==> src/rtl/sram_port_arbiter.sv <==
// Arbitrates one single-port SRAM between instruction fetch and the data stage.
// Optional performance counters are built only when SRAM_ARB_PERF_EN is defined.
module sram_port_arbiter #(
   parameter int MEM_LAT    = 1,
   parameter int STARVE_MAX = 4
) (
   input  logic        clk,
   input  logic        rst,
   input  logic        inst_req,
   input  logic [31:0] inst_addr,
   output logic [31:0] inst_rdata,
   output logic        inst_ok,
   input  logic        data_req,
   input  logic [3:0]  data_wen,
   input  logic [31:0] data_addr,
   input  logic [31:0] data_wdata,
   output logic [31:0] data_rdata,
   output logic        data_ok,
   output logic        mem_en,
   output logic [3:0]  mem_wen,
   output logic [31:0] mem_addr,
   output logic [31:0] mem_wdata,
   input  logic [31:0] mem_rdata,
   output logic        stallreq_inst,
   output logic        stallreq_data,
   output logic [31:0] perf_inst_grants,
   output logic [31:0] perf_data_grants,
   output logic [31:0] perf_conflicts
);

   localparam logic [3:0] STARVE_MAX_C = 4'(STARVE_MAX);
   localparam logic [2:0] MEM_LAT_C    = 3'(MEM_LAT);

   typedef enum logic [1:0] {
      IDLE  = 2'd0,
      ISSUE = 2'd1,
      WAIT  = 2'd2,
      RESP  = 2'd3
   } state_e;

   state_e      state_q, state_d;
   logic [3:0]  starve_q, starve_d;
   logic [2:0]  lat_q, lat_d;
   logic        grant_inst_q, grant_inst_d;
   logic        mem_en_q, mem_en_d;
   logic [3:0]  mem_wen_q, mem_wen_d;
   logic [31:0] mem_addr_q, mem_addr_d;
   logic [31:0] mem_wdata_q, mem_wdata_d;
   logic        inst_ok_q, inst_ok_d;
   logic        data_ok_q, data_ok_d;
   logic [31:0] inst_rdata_q, inst_rdata_d;
   logic [31:0] data_rdata_q, data_rdata_d;

   logic        idle_s;
   logic        conflict_s;
   logic        pick_inst_s;
   logic        pick_data_s;

   assign idle_s      = (state_q == IDLE);
   assign conflict_s  = idle_s & inst_req & data_req;
   // Data wins a contest unless the fetch side has been passed over STARVE_MAX times.
   assign pick_inst_s = idle_s & inst_req & (~data_req | (starve_q == STARVE_MAX_C));
   assign pick_data_s = idle_s & data_req & ~pick_inst_s;

   always_comb begin
      state_d      = state_q;
      starve_d     = starve_q;
      lat_d        = lat_q;
      grant_inst_d = grant_inst_q;
      mem_en_d     = 1'b0;
      mem_wen_d    = mem_wen_q;
      mem_addr_d   = mem_addr_q;
      mem_wdata_d  = mem_wdata_q;
      inst_ok_d    = 1'b0;
      data_ok_d    = 1'b0;
      inst_rdata_d = inst_rdata_q;
      data_rdata_d = data_rdata_q;
      case (state_q)
         IDLE: begin
            if (pick_inst_s) begin
               grant_inst_d = 1'b1;
               mem_en_d     = 1'b1;
               mem_wen_d    = 4'b0000;
               mem_addr_d   = inst_addr;
               mem_wdata_d  = 32'h0000_0000;
               starve_d     = 4'd0;
               state_d      = ISSUE;
            end else if (pick_data_s) begin
               grant_inst_d = 1'b0;
               mem_en_d     = 1'b1;
               mem_wen_d    = data_wen;
               mem_addr_d   = data_addr;
               mem_wdata_d  = data_wdata;
               if (inst_req && (starve_q < STARVE_MAX_C)) begin
                  starve_d = starve_q + 4'd1;
               end else begin
                  starve_d = starve_q;
               end
               state_d      = ISSUE;
            end else begin
               state_d = IDLE;
            end
         end
         ISSUE: begin
            lat_d   = MEM_LAT_C;
            state_d = WAIT;
         end
         WAIT: begin
            // lat_q reaches 1 in the cycle mem_rdata is valid.
            if (lat_q == 3'd1) begin
               lat_d   = 3'd0;
               state_d = RESP;
               if (grant_inst_q) begin
                  inst_ok_d    = 1'b1;
                  inst_rdata_d = mem_rdata;
               end else begin
                  data_ok_d = 1'b1;
                  if (mem_wen_q == 4'b0000) begin
                     data_rdata_d = mem_rdata;
                  end else begin
                     data_rdata_d = data_rdata_q;
                  end
               end
            end else begin
               lat_d = lat_q - 3'd1;
            end
         end
         RESP: begin
            state_d = IDLE;
         end
         default: begin
            state_d = IDLE;
         end
      endcase
   end

   // Arbiter state and registered memory / response outputs.
   always_ff @(posedge clk) begin
      if (rst) begin
         state_q      <= IDLE;
         starve_q     <= 4'd0;
         lat_q        <= 3'd0;
         grant_inst_q <= 1'b0;
         mem_en_q     <= 1'b0;
         mem_wen_q    <= 4'b0000;
         mem_addr_q   <= 32'h0000_0000;
         mem_wdata_q  <= 32'h0000_0000;
         inst_ok_q    <= 1'b0;
         data_ok_q    <= 1'b0;
         inst_rdata_q <= 32'h0000_0000;
         data_rdata_q <= 32'h0000_0000;
      end else begin
         state_q      <= state_d;
         starve_q     <= starve_d;
         lat_q        <= lat_d;
         grant_inst_q <= grant_inst_d;
         mem_en_q     <= mem_en_d;
         mem_wen_q    <= mem_wen_d;
         mem_addr_q   <= mem_addr_d;
         mem_wdata_q  <= mem_wdata_d;
         inst_ok_q    <= inst_ok_d;
         data_ok_q    <= data_ok_d;
         inst_rdata_q <= inst_rdata_d;
         data_rdata_q <= data_rdata_d;
      end
   end

   assign mem_en        = mem_en_q;
   assign mem_wen       = mem_wen_q;
   assign mem_addr      = mem_addr_q;
   assign mem_wdata     = mem_wdata_q;
   assign inst_ok       = inst_ok_q;
   assign data_ok       = data_ok_q;
   assign inst_rdata    = inst_rdata_q;
   assign data_rdata    = data_rdata_q;
   assign stallreq_inst = inst_req & ~inst_ok_q;
   assign stallreq_data = data_req & ~data_ok_q;

`ifdef SRAM_ARB_PERF_EN
   logic [31:0] perf_inst_q, perf_inst_d;
   logic [31:0] perf_data_q, perf_data_d;
   logic [31:0] perf_conf_q, perf_conf_d;

   always_comb begin
      perf_inst_d = perf_inst_q;
      perf_data_d = perf_data_q;
      perf_conf_d = perf_conf_q;
      if (pick_inst_s) begin
         perf_inst_d = perf_inst_q + 32'd1;
      end else begin
         perf_inst_d = perf_inst_q;
      end
      if (pick_data_s) begin
         perf_data_d = perf_data_q + 32'd1;
      end else begin
         perf_data_d = perf_data_q;
      end
      if (conflict_s) begin
         perf_conf_d = perf_conf_q + 32'd1;
      end else begin
         perf_conf_d = perf_conf_q;
      end
   end

   // Free-running grant and contention counters.
   always_ff @(posedge clk) begin
      if (rst) begin
         perf_inst_q <= 32'h0000_0000;
         perf_data_q <= 32'h0000_0000;
         perf_conf_q <= 32'h0000_0000;
      end else begin
         perf_inst_q <= perf_inst_d;
         perf_data_q <= perf_data_d;
         perf_conf_q <= perf_conf_d;
      end
   end

   assign perf_inst_grants = perf_inst_q;
   assign perf_data_grants = perf_data_q;
   assign perf_conflicts   = perf_conf_q;
`else
   logic unused_perf_s;
   assign unused_perf_s    = conflict_s;
   assign perf_inst_grants = 32'h0000_0000;
   assign perf_data_grants = 32'h0000_0000;
   assign perf_conflicts   = 32'h0000_0000;
`endif

endmodule

==> config.mk <==
export PLATFORM = sky130hd
export DESIGN_NAME = sram_port_arbiter
export DESIGN_NICKNAME = d
export VERILOG_FILES = /design/src/rtl/sram_port_arbiter.sv
export SDC_FILE = /design/constraint.sdc
export NUM_CORES = 1
export LEC_CHECK = 0
export BUFFER_PORTS_ARGS = -buffer_cell sky130_fd_sc_hd__buf_2
export CAP_MARGIN = 25
export CORE_ASPECT_RATIO = 0.5
export CORE_MARGIN = 10
export CORE_UTILIZATION = 45
export CTS_CLUSTER_SIZE = 14
export DETAILED_ROUTE_END_ITERATION = 16
export PLACE_DENSITY_LB_ADDON = 0.1
export SLEW_MARGIN = 20
export SYNTH_ARGS = -nofsm -noshare
export SYNTH_HDL_FRONTEND = slang
export SYNTH_SLANG_ARGS = --single-unit
==> constraint.sdc <==
create_clock -name clk -period 2.5 [get_ports clk]
set_input_delay 0.125 -clock clk [delete_from_list [all_inputs] [get_ports clk]]
set_output_delay 0.125 -clock clk [all_outputs]
set_load 0.1 [all_outputs]
-- Word-level counts from Yosys, hierarchy flattened
Cells that the tools add are included.
- register bits: 145
- input port bits: 136
- output and inout port bits: 233
- logic and storage cells: 69
- add/sub/neg operators: 2
- magnitude comparators: 1
- eq/ne operators: 6
- mux-type cells: 21
- bitwise operators: 15
- reductions and logical operators: 12
- operators by type and width (operator ; number):
    $mux 32 ; 4
    $mux 4 ; 5
    $mux 1 ; 8
    $not 1->1 ; 8
    $pmux 2 s4 ; 1
    $and 1x1->1 ; 6
    $pmux 3 s2 ; 1
    $reduce_and 3->1 ; 2
    $reduce_bool 2->1 ; 3
    $add 4x1->4 const B ; 1
    $eq 2x2->1 const B ; 2
    $eq 4x3->1 const B ; 1
    $logic_not 4->1 ; 1
    $lt 4x3->1 const B ; 1
    $reduce_and 4->1 ; 1
    $eq 3x1->1 const B ; 1
    $mux 3 ; 1
    $reduce_or 3->1 ; 1
    $sub 3x1->3 const B ; 1
    $eq 2x1->1 const B ; 1
    $logic_not 2->1 ; 1
    $mux 2 ; 1
    $ne 2x2->1 const B ; 1
    $reduce_and 2->1 ; 1
    other kinds (3) ; 3

-- Depth between registers and ports, before layout
Gate-level depths: netlist of the first run.
- word-level depth: 8
- mapped depth: 8

-- Worst setup path before layout of the first run
Ideal clock, no wire load.
- path kind: reg2out
- from: register data_ok_q, in the netlist data_ok
- to: output stallreq_data
- arrival time: 2114 ps
- path slack: 261 ps
- stages on the path, launching flop included: 2
- path buffers: 0
- cell sequence: dfxtp_1 -> nor2b_1
- word-level cells in the longest chain between the ends: 2
- ends and longest elaborated chain (item ; RTL line ; RTL):
    from (decl) ; 50 ; logic data_ok_q, data_ok_d;
    from (signal assigned) ; 162 ; data_ok_q <= data_ok_d;
    $not 1->1 ; 177 ; assign stallreq_data = data_req & ~data_ok_q;
    $and 1x1->1 ; 177 ;
    to (decl) ; 25 ; output logic stallreq_data,
Every way passes these cells.

-- Final worst setup path of the first run
- from: register state_q[0]
- to: register mem_addr_q[3], in the netlist mem_addr[3]
- word-level cells in the longest chain between the ends: 7
- ends and longest elaborated chain (item ; RTL line ; RTL):
    from (decl) ; 41 ; state_e state_q, state_d;
    from (signal assigned) ; 153 ; state_q <= state_d;
    $logic_not 2->1 (*) ; 59, 78 ;
    $and 1x1->1 (2 in series) ; 62 ; assign pick_inst_s = idle_s & inst_req & (~data_req | (starve_q == STARVE_MAX_C));
    $not 1->1 ; 63 ; assign pick_data_s = idle_s & data_req & ~pick_inst_s;
    $and 1x1->1 ; 63 ;
    $reduce_bool 2->1 (no line) ; n/a ;
    $reduce_and 2->1 (no line) ; n/a ;
    to (signal assigned) ; 159 ; mem_addr_q <= mem_addr_d;
    to (decl) ; 47 ; logic [31:0] mem_addr_q, mem_addr_d;
Every way passes the cells marked *; elsewhere a longest branch is shown, timed or not.
A chain may end at the register's enable or synchronous reset.

==> results.py, run 1 <==
metrics = {
    "min_path": {
        "hold_class": "in -> reg",
        "hold_start": "data_req",
        "min_to": "starve_q[0]",
        "worstHoldPathCells": 3,
    },
    "timing": {
        "rsz0062_at_grt": "false",
        "maxSlewViolCount": 0,
        "setup_tns_ns": 0,
        "min_period_ns": 2.251,
        "finalSetupViolations": 0,
        "worst_hold_slack_ns": 0.07589,
        "worst_pin_slew_ns": 0.9234,
        "finalClockSkew_ns": 0.01452,
        "slew_headroom": 0.3821,
        "timing.fmax_mhz": 444.2,
        "finalHoldViolations": 0,
        "finalCritPeriodShare": 0.9006,
    },
    "global_route": {
        "grt_max_degree": 89,
        "gr-usage-all-layers": 0.2179,
        "grt_pass1_vias": 6492,
        "grt_pass1_wl_um": 35880,
        "antenna_found_initial": 2,
        "grt-ovfl-total": 0,
    },
    "drt": {
        "drt-wirelength-per-cell_um": 17.38,
        "num_vias": 6252,
        "drtIter0Drc": 313,
        "drc": 0,
        "viasPerCell": 4.791,
        "drt_wl_total_um": 22680,
        "antenna_left": 0,
        "drt_first_pass_iters": 5,
    },
    "cts": {
        "cts_setup_buffers": 0,
        "cts_buffer_depth": 2,
        "htreeDepth": 4,
        "clkSinkCount": 145,
        "root_buffer": "clkbuf_16",
        "clk_latency_ns": 0.42,
        "cts_tree": "yes",
        "cts-resized-gates": 0,
        "hold_buffers": 132,
        "path_clk_slew_ns": 0.07,
        "cts_buffers": 17,
    },
    "cells_and_area": {
        "regArea_sq_um": 2903,
        "final.fill_count": 1042,
        "design_area_sq_um": 9589,
        "utilization": 0.6942,
        "drive_gt1_frac": 0.3129,
        "multi_input_area_sq_um": 2858,
        "syn_to_final_growth_pct": 47.75,
        "num-nets-final": 1242,
    },
    "synthesis": {
        "syn_inst": 718,
        "netlist_area_sq_um": 6490,
        "synth-main-ff-cell": "dfxtp_1",
        "synth_edf_count": 0,
        "synthDistinctLibCells": 37,
        "synthArstFlopShare": 0,
        "syn_avg_cell_area_sq_um": 9.039,
        "yosysMostFrequentCell": "dfxtp_1",
        "ys_seq_area_frac": 0.4473,
        "ys_warn_count": 0,
        "synth_area_leaders": "dfxtp_1 (45%), buf_4 (11%), nand2b_1 (6.3%), o221a_2 (5.6%), a21oi_1 (5.4%)",
        "synthTopCellsByCount": "dfxtp_1 (145), buf_4 (96), a21oi_1 (70), nand2_1 (70), nand2b_1 (65)",
        "netlist.area_leader.share": 0.4473,
        "yosysTopAreaCell": "dfxtp_1",
        "ys_ff_latch": 145,
    },
    "outcome": {
        "outcome": "completed",
    },
    "critical_path": {
        "crit_required_ns": 2.79,
        "timing.rr.start": "state_q[0]",
        "crit_arrival_ns": 2.54,
        "cp_max_fo": 33,
        "setup.worst_path.start_class": "register",
        "crit_chain": "inv_1, ha_1, nand2_1, a21o_1, buf_4, o221a_2, dlygate4sd3_1",
        "crit_path_top_delay_cell": "dlygate4sd3_1",
        "reg2reg_to": "mem_addr[3]",
        "r2r_setup_slack_ns": 0.25,
        "ff2ff_path_depth": 7,
        "critical_path_class": "reg -> reg",
        "slowest_delay_ns": 0.56,
        "endpoint_kind": "register",
    },
    "floorplan": {
        "num_rows": 30,
        "io_pins": 369,
        "die_w_um": 189.8,
        "dieArea_sq_um": 19920,
        "dieHeight_um": 104.9,
        "core_sq_um": 13810,
        "start_util": 0.4698,
    },
    "flow_run": {
        "maxCapViolations": 0,
    },
    "placed_design": {
        "io_buffers": 272,
        "placed_area_sq_um": 7647,
        "place_congestion": 0.8006,
        "dp_hpwl_um": 15160,
    },
    "power_and_ir_drop": {
        "p_per_area_nw_per_um2": 1100,
        "p_leak_uw": 0.004460,
        "irDropWorstVdd_mv": 0.5433,
    },
}
## cells in the final DEF, fill, tap and decap left out, drive strengths merged, types with 2 or more instances in the layout
cell type and count:
nand3 2, nand2 70, a21oi 70, o221a 32, nor2 40, nor3 2, dlygate4sd3 132, dfxtp 145
buf 282, bufinv 3, nand4b 3, mux2i 32, a21o 2, conb 96, nor2b 4, a31oi 2
o21ai 3, clkbuf 17, nand3b 3, clkinv 2, inv 50, or4 2, nand2b 65, a32oi 36
a211oi 2, ha 6
## worst max path at each step
stage / start / endpoint / slack (ns) / depth (start not counted)
floorplan: data_ok / stallreq_data / 0.26 / 1
detailed placement: state_q[0] / data_rdata[6] / 0.78 / 6
finish: state_q[0] / mem_addr[3] / 0.25 / 7
global route: state_q[0] / mem_addr[15] / 0.14 / 7
CTS: state_q[0] / mem_addr[10] / 0.29 / 7
global placement: state_q[0] / data_rdata[21] / 0.86 / 6
## metrics by stage
stage	std cells	total power, uW	setup slack [ns]
floorplan	813	6864	0.2610
detailed placement	1141	7495	0.7825
finish	1305	10550	0.2485
CTS	1304	10540	0.2870
global route	1305	10970	0.1417
global placement	1141	7463	0.8572
## routing by layer
layer  track usage  vias to the layer above  share of wire
li1              -                     3018              -
met1        0.2370                     2919           0.38
met2        0.3823                      276           0.52
met3       0.07664                       37          0.079
met4       0.08333                        2          0.022
met5             0                        -        0.00057
## flip-flops by register name, summed over array words and instances (netlist names)
signal and count:
data_rdata 32, inst_rdata 32, mem_addr 32, mem_wdata 32, mem_wen 4, starve_q 4, lat_q 3, state_q 2
data_ok 1, grant_inst_q 1, inst_ok 1, mem_en 1
## layout make-up
cell class / instances / share of cell area
Antenna cell: 1 / 0.0002610
Clock buffer: 17 / 0.04436
Clock inverter: 14 / 0.02009
Inverter: 42 / 0.01644
Multi-Input combinational cell: 480 / 0.2980
Sequential cell: 145 / 0.3027
Tap cell: 192 / 0.02505
Timing Repair Buffer: 414 / 0.2931
## report_power, final
part / internal, uW / switching, uW / leakage [uW]
clock: 1610 / 1080 / 0.000301
combinational: 1130 / 3910 / 0.00298
sequential: 2650 / 182 / 0.00118
total: 5380 / 5170 / 0.00446
## critical path: cells and delay by family, from the launching register on
kind                       cells  cell delay (ns)
AOI/OAI and AO/OA              2             0.47
adders and majority gates      1             0.29
buffers and inverters          3             0.87
DFF                            1             0.30
and+or+nand+nor                1             0.17
## logic make-up (layout without fill, tap and decap cells)
kind of cell | count (synthesis) | in the layout | synth area share
AO/OA/AOI/OAI | 152 | 152 | 0.1729
adder cells (fa/ha/maj) | 6 | 6 | 0.01157
buffers and inverters | 188 | 487 | 0.1691
flip-flops | 145 | 145 | 0.4473
multiplexers | 32 | 32 | 0.04935
other | 1 | 97 | 0.0005778
AND/OR/NAND/NOR | 194 | 194 | 0.1492
Note: power is estimated with default switching activity, not from simulation.
==> inputs of run 2 (changes only) <==
--- a/config.mk
+++ b/config.mk
@@ -7,12 +7,15 @@
 export LEC_CHECK = 0
 export BUFFER_PORTS_ARGS = -buffer_cell sky130_fd_sc_hd__buf_2
 export CAP_MARGIN = 25
+export CELL_PAD_IN_SITES_DETAIL_PLACEMENT = 1
+export CELL_PAD_IN_SITES_GLOBAL_PLACEMENT = 2
 export CORE_ASPECT_RATIO = 0.5
 export CORE_MARGIN = 10
-export CORE_UTILIZATION = 45
+export CORE_UTILIZATION = 26
 export CTS_CLUSTER_SIZE = 14
 export DETAILED_ROUTE_END_ITERATION = 16
 export PLACE_DENSITY_LB_ADDON = 0.1
+export RECOVER_POWER = 50
 export SLEW_MARGIN = 20
 export SYNTH_ARGS = -nofsm -noshare
 export SYNTH_HDL_FRONTEND = slang
==> results.py, run 2 (same netlist as run 1, synthesis figures left out) <==
metrics = {
    "power_and_ir_drop": {
        "internal-power_uw": 5494,
        "switching_share": 0.4858,
        "p_per_area_nw_per_um2": 1106,
        "netSwitchingPower_uw": 5190,
        "clockPowerShare": 0.263,
        "p_leak_uw": 0.003935,
        "irDropWorstVdd_mv": 0.4741,
        "seqPwrFrac": 0.266,
        "p_comb_frac": 0.471,
    },
    "placed_design": {
        "dp_hpwl_um": 17890,
        "placed_area_sq_um": 7864,
        "io_buffers": 272,
        "place_congestion": 0.7307,
    },
    "cts": {
        "clk_latency_ns": 0.44,
        "cts_setup_buffers": 0,
        "cts_buffers": 17,
        "cts_tree": "yes",
        "root_buffer": "clkbuf_16",
        "htreeDepth": 4,
        "cts_buffer_depth": 2,
        "clkSinkCount": 145,
        "path_clk_slew_ns": 0.06,
    },
    "timing": {
        "rsz0062_at_grt": "false",
        "min_period_ns": 2.212,
        "slew_headroom": 0.1404,
        "finalSetupViolations": 0,
        "setup_tns_ns": 0,
        "timing.fmax_mhz": 452.0,
        "finalClockSkew_ns": 0.009026,
        "maxSlewViolCount": 0,
        "finalHoldViolations": 0,
        "worst_pin_slew_ns": 1.295,
        "worst_hold_slack_ns": 0.07623,
        "finalCritPeriodShare": 0.8850,
    },
    "floorplan": {
        "num_rows": 40,
        "die_w_um": 243.4,
        "io_pins": 369,
        "dieHeight_um": 131.7,
        "dieArea_sq_um": 32060,
        "start_util": 0.2674,
        "core_sq_um": 24270,
    },
    "cells_and_area": {
        "layout_commonest_cell": "dfxtp_1",
        "layout_common_cells": "dfxtp_1 (145), buf_2 (137), clkbuf_1 (136)",
        "design_area_sq_um": 9662,
        "num-nets-final": 1245,
        "drive_gt1_frac": 0.1944,
        "final.fill_count": 2935,
        "syn_to_final_growth_pct": 48.87,
        "multi_input_area_sq_um": 2865,
        "regArea_sq_um": 2903,
    },
    "critical_path": {
        "setup.worst_path.start_class": "register",
        "worstSetupEndpoint": "mem_addr[13]",
        "endpoint_kind": "register",
        "r2r_setup_slack_ns": 0.29,
        "ff2ff_path_depth": 6,
        "crit_required_ns": 2.81,
        "crit_arrival_ns": 2.53,
        "cp_max_fo": 33,
        "critical_path_class": "reg -> reg",
        "reg2reg_to": "mem_addr[13]",
        "crit_path_start": "state_q[0]",
        "timing.rr.start": "state_q[0]",
    },
    "global_route": {
        "grt_max_degree": 79,
        "gr-usage-all-layers": 0.1577,
        "grt_pass1_vias": 6799,
        "grt_pass1_wl_um": 40210,
        "antenna_found_initial": 1,
        "grt-ovfl-total": 0,
    },
    "drt": {
        "num_vias": 6228,
        "drtIter0Drc": 212,
        "drt_wl_total_um": 26010,
        "drt-wirelength-per-cell_um": 17.90,
        "drc": 0,
        "antenna_left": 0,
        "drt_first_pass_iters": 4,
        "viasPerCell": 4.286,
    },
    "min_path": {
        "hold_class": "in -> reg",
    },
    "outcome": {
        "outcome": "completed",
    },
    "flow_run": {
        "maxCapViolations": 0,
    },
}
run 2: critical path: stages, from the launching register on:
cell	delay, ns
dfxtp_1	0.30
inv_1	0.09
ha_1	0.29
nand2_1	0.17
a21o_4	0.35
o221a_2	0.31
dlygate4sd3_1	0.57
run 2: final cells by class:
class | count | area share
multi-input cells | 480 | 0.2966
diodes | 1 | 0.0002590
inverters | 42 | 0.01632
repair buffers | 417 | 0.2767
well taps | 336 | 0.04351
clock inverters | 10 | 0.01606
clock buffers | 22 | 0.05012
flip-flops and latches | 145 | 0.3004
run 2: how the worst min path moves through the flow:
stage                   start              to  slack (ns)  depth (start not counted)
3_3_place_gp   data_wdata[19]   mem_wdata[19]        0.38                          3
3_5_place_dp    mem_rdata[15]  inst_rdata[15]        0.39                          3
6_report             data_req     starve_q[0]        0.08                          3
2_1_floorplan    mem_rdata[0]   inst_rdata[0]        0.26                          2
4_1_cts              data_req     starve_q[0]        0.05                          3
5_1_grt              data_req     starve_q[0]        0.08                          3
run 2: power groups by stage:
stage / sequential [uW] / combinational (uW) / clock (uW)
2_1_floorplan: 5040 / 1820 / 0
5_1_grt: 2880 / 5290 / 3010
3_3_place_gp: 2860 / 4740 / 0
6_report: 2840 / 5030 / 2810
4_1_cts: 2830 / 5130 / 2910
3_5_place_dp: 2870 / 4760 / 0
run 2: per-layer routing:
metal	track usage	vias up	share of wire
met1	0.1680	3004	0.41
met5	0	-	0
met2	0.2898	167	0.52
met3	0.04571	34	0.050
li1	-	3023	-
met4	0.05765	0	0.021
run 2: stage by stage:
step / setup WS, ns / utilization / cells / power (uW)
floorplan: 0.2610 / - / 813 / 6864
global placement: 0.2884 / 0.3239 / 1288 / 7605
detailed placement: 0.6509 / 0.3240 / 1288 / 7637
CTS: 0.09464 / 0.4047 / 1452 / 10860
global route: 0.1627 / 0.3980 / 1453 / 11180
finish: 0.2876 / 0.3980 / 1453 / 10680
run 2: what timing repair did:
| item | 4_1_cts | 5_1_grt |
|---|---|---|
| gates resized for setup | 0 | 1 |
| hold buffers | 132 | 0 |
| endpoints found under the hold margin | 131 | 0 |
| setup endpoints to repair | 0 | 32 |
==> inputs of run 3 (changes only) <==
--- a/config.mk
+++ b/config.mk
@@ -15,7 +15,6 @@
 export CTS_CLUSTER_SIZE = 14
 export DETAILED_ROUTE_END_ITERATION = 16
 export PLACE_DENSITY_LB_ADDON = 0.1
-export RECOVER_POWER = 50
 export SLEW_MARGIN = 20
 export SYNTH_ARGS = -nofsm -noshare
 export SYNTH_HDL_FRONTEND = slang
==> constraint.sdc (replaced) <==
create_clock -name clk -period 2.5 [get_ports clk]
set_input_delay 0 -clock clk [delete_from_list [all_inputs] [get_ports clk]]
set_output_delay 0 -clock clk [all_outputs]
set_load 0.1 [all_outputs]
==> results.py, run 3 (same netlist as run 1, synthesis figures left out) <==
metrics = {
    "outcome": {
        "outcome": "completed",
    },
    "critical_path": {
        "crit_required_ns": 2.81,
        "cp_max_fo": 18,
        "ff2ff_path_depth": 8,
        "path_depth": 8,
        "crit_arrival_ns": 2.59,
        "critical_path_class": "reg -> reg",
        "path_buf_inv": 4,
        "crit_chain": "inv_1, ha_1, o21ai_4, buf_16, buf_4, a21oi_1, o221a_2, dlygate4sd3_1",
        "path_delay_family": "buffers and inverters",
        "setup.worst_path.start_class": "register",
        "crit_path_start": "state_q[1]",
        "slowest_delay_ns": 0.55,
        "r2r_setup_slack_ns": 0.23,
        "endpoint_kind": "register",
        "crit_path_top_delay_cell": "dlygate4sd3_1",
        "worstSetupEndpoint": "mem_addr[9]",
        "reg2reg_to": "mem_addr[9]",
        "timing.rr.start": "state_q[1]",
    },
    "placed_design": {
        "place_congestion": 0.7286,
        "dp_hpwl_um": 18300,
        "io_buffers": 272,
        "dp_slack_ns": 0.5401,
    },
    "global_route": {
        "use_met3": 0.04268,
        "antenna_found_initial": 0,
        "grt_most_used_layer": "met2",
        "grt_pass1_wl_um": 41260,
        "grt_pass1_vias": 6990,
        "use_met1": 0.1719,
        "gr-usage-all-layers": 0.1610,
        "grt-ovfl-total": 0,
        "grt_max_degree": 60,
        "grtUsageMet2": 0.3001,
    },
    "cells_and_area": {
        "layout_common_cells": "buf_2 (271), dlygate4sd3_1 (149), dfxtp_1 (145)",
        "diodes": 0,
        "drive_gt1_frac": 0.3065,
        "num-nets-final": 1263,
        "final.fill_count": 2907,
        "multi_input_area_sq_um": 2858,
        "syn_to_final_growth_pct": 53.02,
        "layout_commonest_cell": "buf_2",
        "utilization": 0.4091,
        "regArea_sq_um": 2903,
    },
    "drt": {
        "num_vias": 6328,
        "drt-wirelength-per-cell_um": 18.07,
        "antenna_left": 0,
        "drtIter0Drc": 253,
        "drc": 0,
        "drt_first_pass_iters": 4,
        "viasPerCell": 4.311,
        "drt_wl_total_um": 26530,
    },
    "timing": {
        "finalCritPeriodShare": 0.9097,
        "min_period_ns": 2.274,
        "fin_ws_ns": 0.2258,
        "maxSlewViolCount": 0,
        "finalHoldViolations": 0,
        "worst_pin_slew_ns": 0.6110,
        "rsz0062_at_grt": "false",
        "timing.fmax_mhz": 439.7,
        "finalSetupViolations": 0,
        "slew_headroom": 0.5911,
        "setup_tns_ns": 0,
        "finalClockSkew_ns": 0.007520,
    },
    "cts": {
        "htreeDepth": 4,
        "cts_buffers": 17,
        "path_clk_slew_ns": 0.06,
        "cts-resized-gates": 0,
        "cts_buffer_depth": 2,
        "root_buffer": "clkbuf_16",
        "clkSinkCount": 145,
        "clk_latency_ns": 0.43,
        "cts_tree": "yes",
    },
    "floorplan": {
        "io_pins": 369,
        "start_util": 0.2674,
        "dieArea_sq_um": 32060,
        "die_w_um": 243.4,
        "core_sq_um": 24270,
        "num_rows": 40,
        "dieHeight_um": 131.7,
    },
    "min_path": {
        "hold_class": "in -> reg",
    },
    "power_and_ir_drop": {
        "p_leak_uw": 0.004552,
        "irDropWorstVdd_mv": 0.3715,
        "p_per_area_nw_per_um2": 1051,
    },
    "flow_run": {
        "maxCapViolations": 0,
    },
}
run 3: area by class of cell:
| class | count | area share |
|---|---|---|
| Timing Repair Buffer | 435 | 0.3026 |
| Sequential cell | 145 | 0.2923 |
| Multi-Input combinational cell | 480 | 0.2878 |
| Clock buffer | 24 | 0.04851 |
| Tap cell | 336 | 0.04233 |
| Inverter | 42 | 0.01588 |
| Clock inverter | 6 | 0.01058 |
run 3: power breakdown:
part           switching [uW]  total [uW]  internal [uW]
sequential                178        2830           2650
combinational            3940        5000           1060
clock                     974        2610           1630
run 3: worst min path at each step:
stage	depth (start not counted)	slack, ns	from	end
after global placement	3	0.25	data_wdata[23]	mem_wdata[23]
final	4	0.08	inst_req	starve_q[0]
after floorplan	2	0.14	mem_rdata[0]	inst_rdata[0]
after CTS	4	0.07	inst_req	starve_q[0]
after global routing	4	0.12	inst_req	starve_q[0]
after detailed placement	3	0.26	mem_rdata[28]	inst_rdata[28]
run 3: repair_timing:
action / 4_1_cts / 5_1_grt
buffers inserted: 0 / 0
endpoints found under the setup margin: 0 / 0
hold buffers: 149 / 0
endpoints found under the hold margin: 133 / 0
run 3: layer usage:
metal | routed length (um) | share of wire
met5 | 0 | 0
met4 | 480 | 0.018
met3 | 1324 | 0.050
met2 | 14020 | 0.53
met1 | 10700 | 0.40
run 3: worst register-to-register path, stage by stage, from the launching register on:
cell and delay (ns):
dfxtp_1 0.35, inv_1 0.06, ha_1 0.25, o21ai_4 0.26, buf_16 0.23, buf_4 0.23
a21oi_1 0.09, o221a_2 0.13, dlygate4sd3_1 0.55
run 3: per-stage QoR:
| stage | total power (uW) | hold WS [ns] | instance area (sq um) | instances |
|---|---|---|---|---|
| 5_1_grt | 10910 | 0.1208 | 9931 | 1468 |
| 3_5_place_dp | 7585 | 0.2600 | 7825 | 1288 |
| 4_1_cts | 10490 | 0.06549 | 9903 | 1467 |
| 3_3_place_gp | 7541 | 0.2541 | 7825 | 1288 |
| 2_1_floorplan | 6864 | 0.1360 | 6847 | 813 |
| 6_report | 10440 | 0.08167 | 9931 | 1468 |
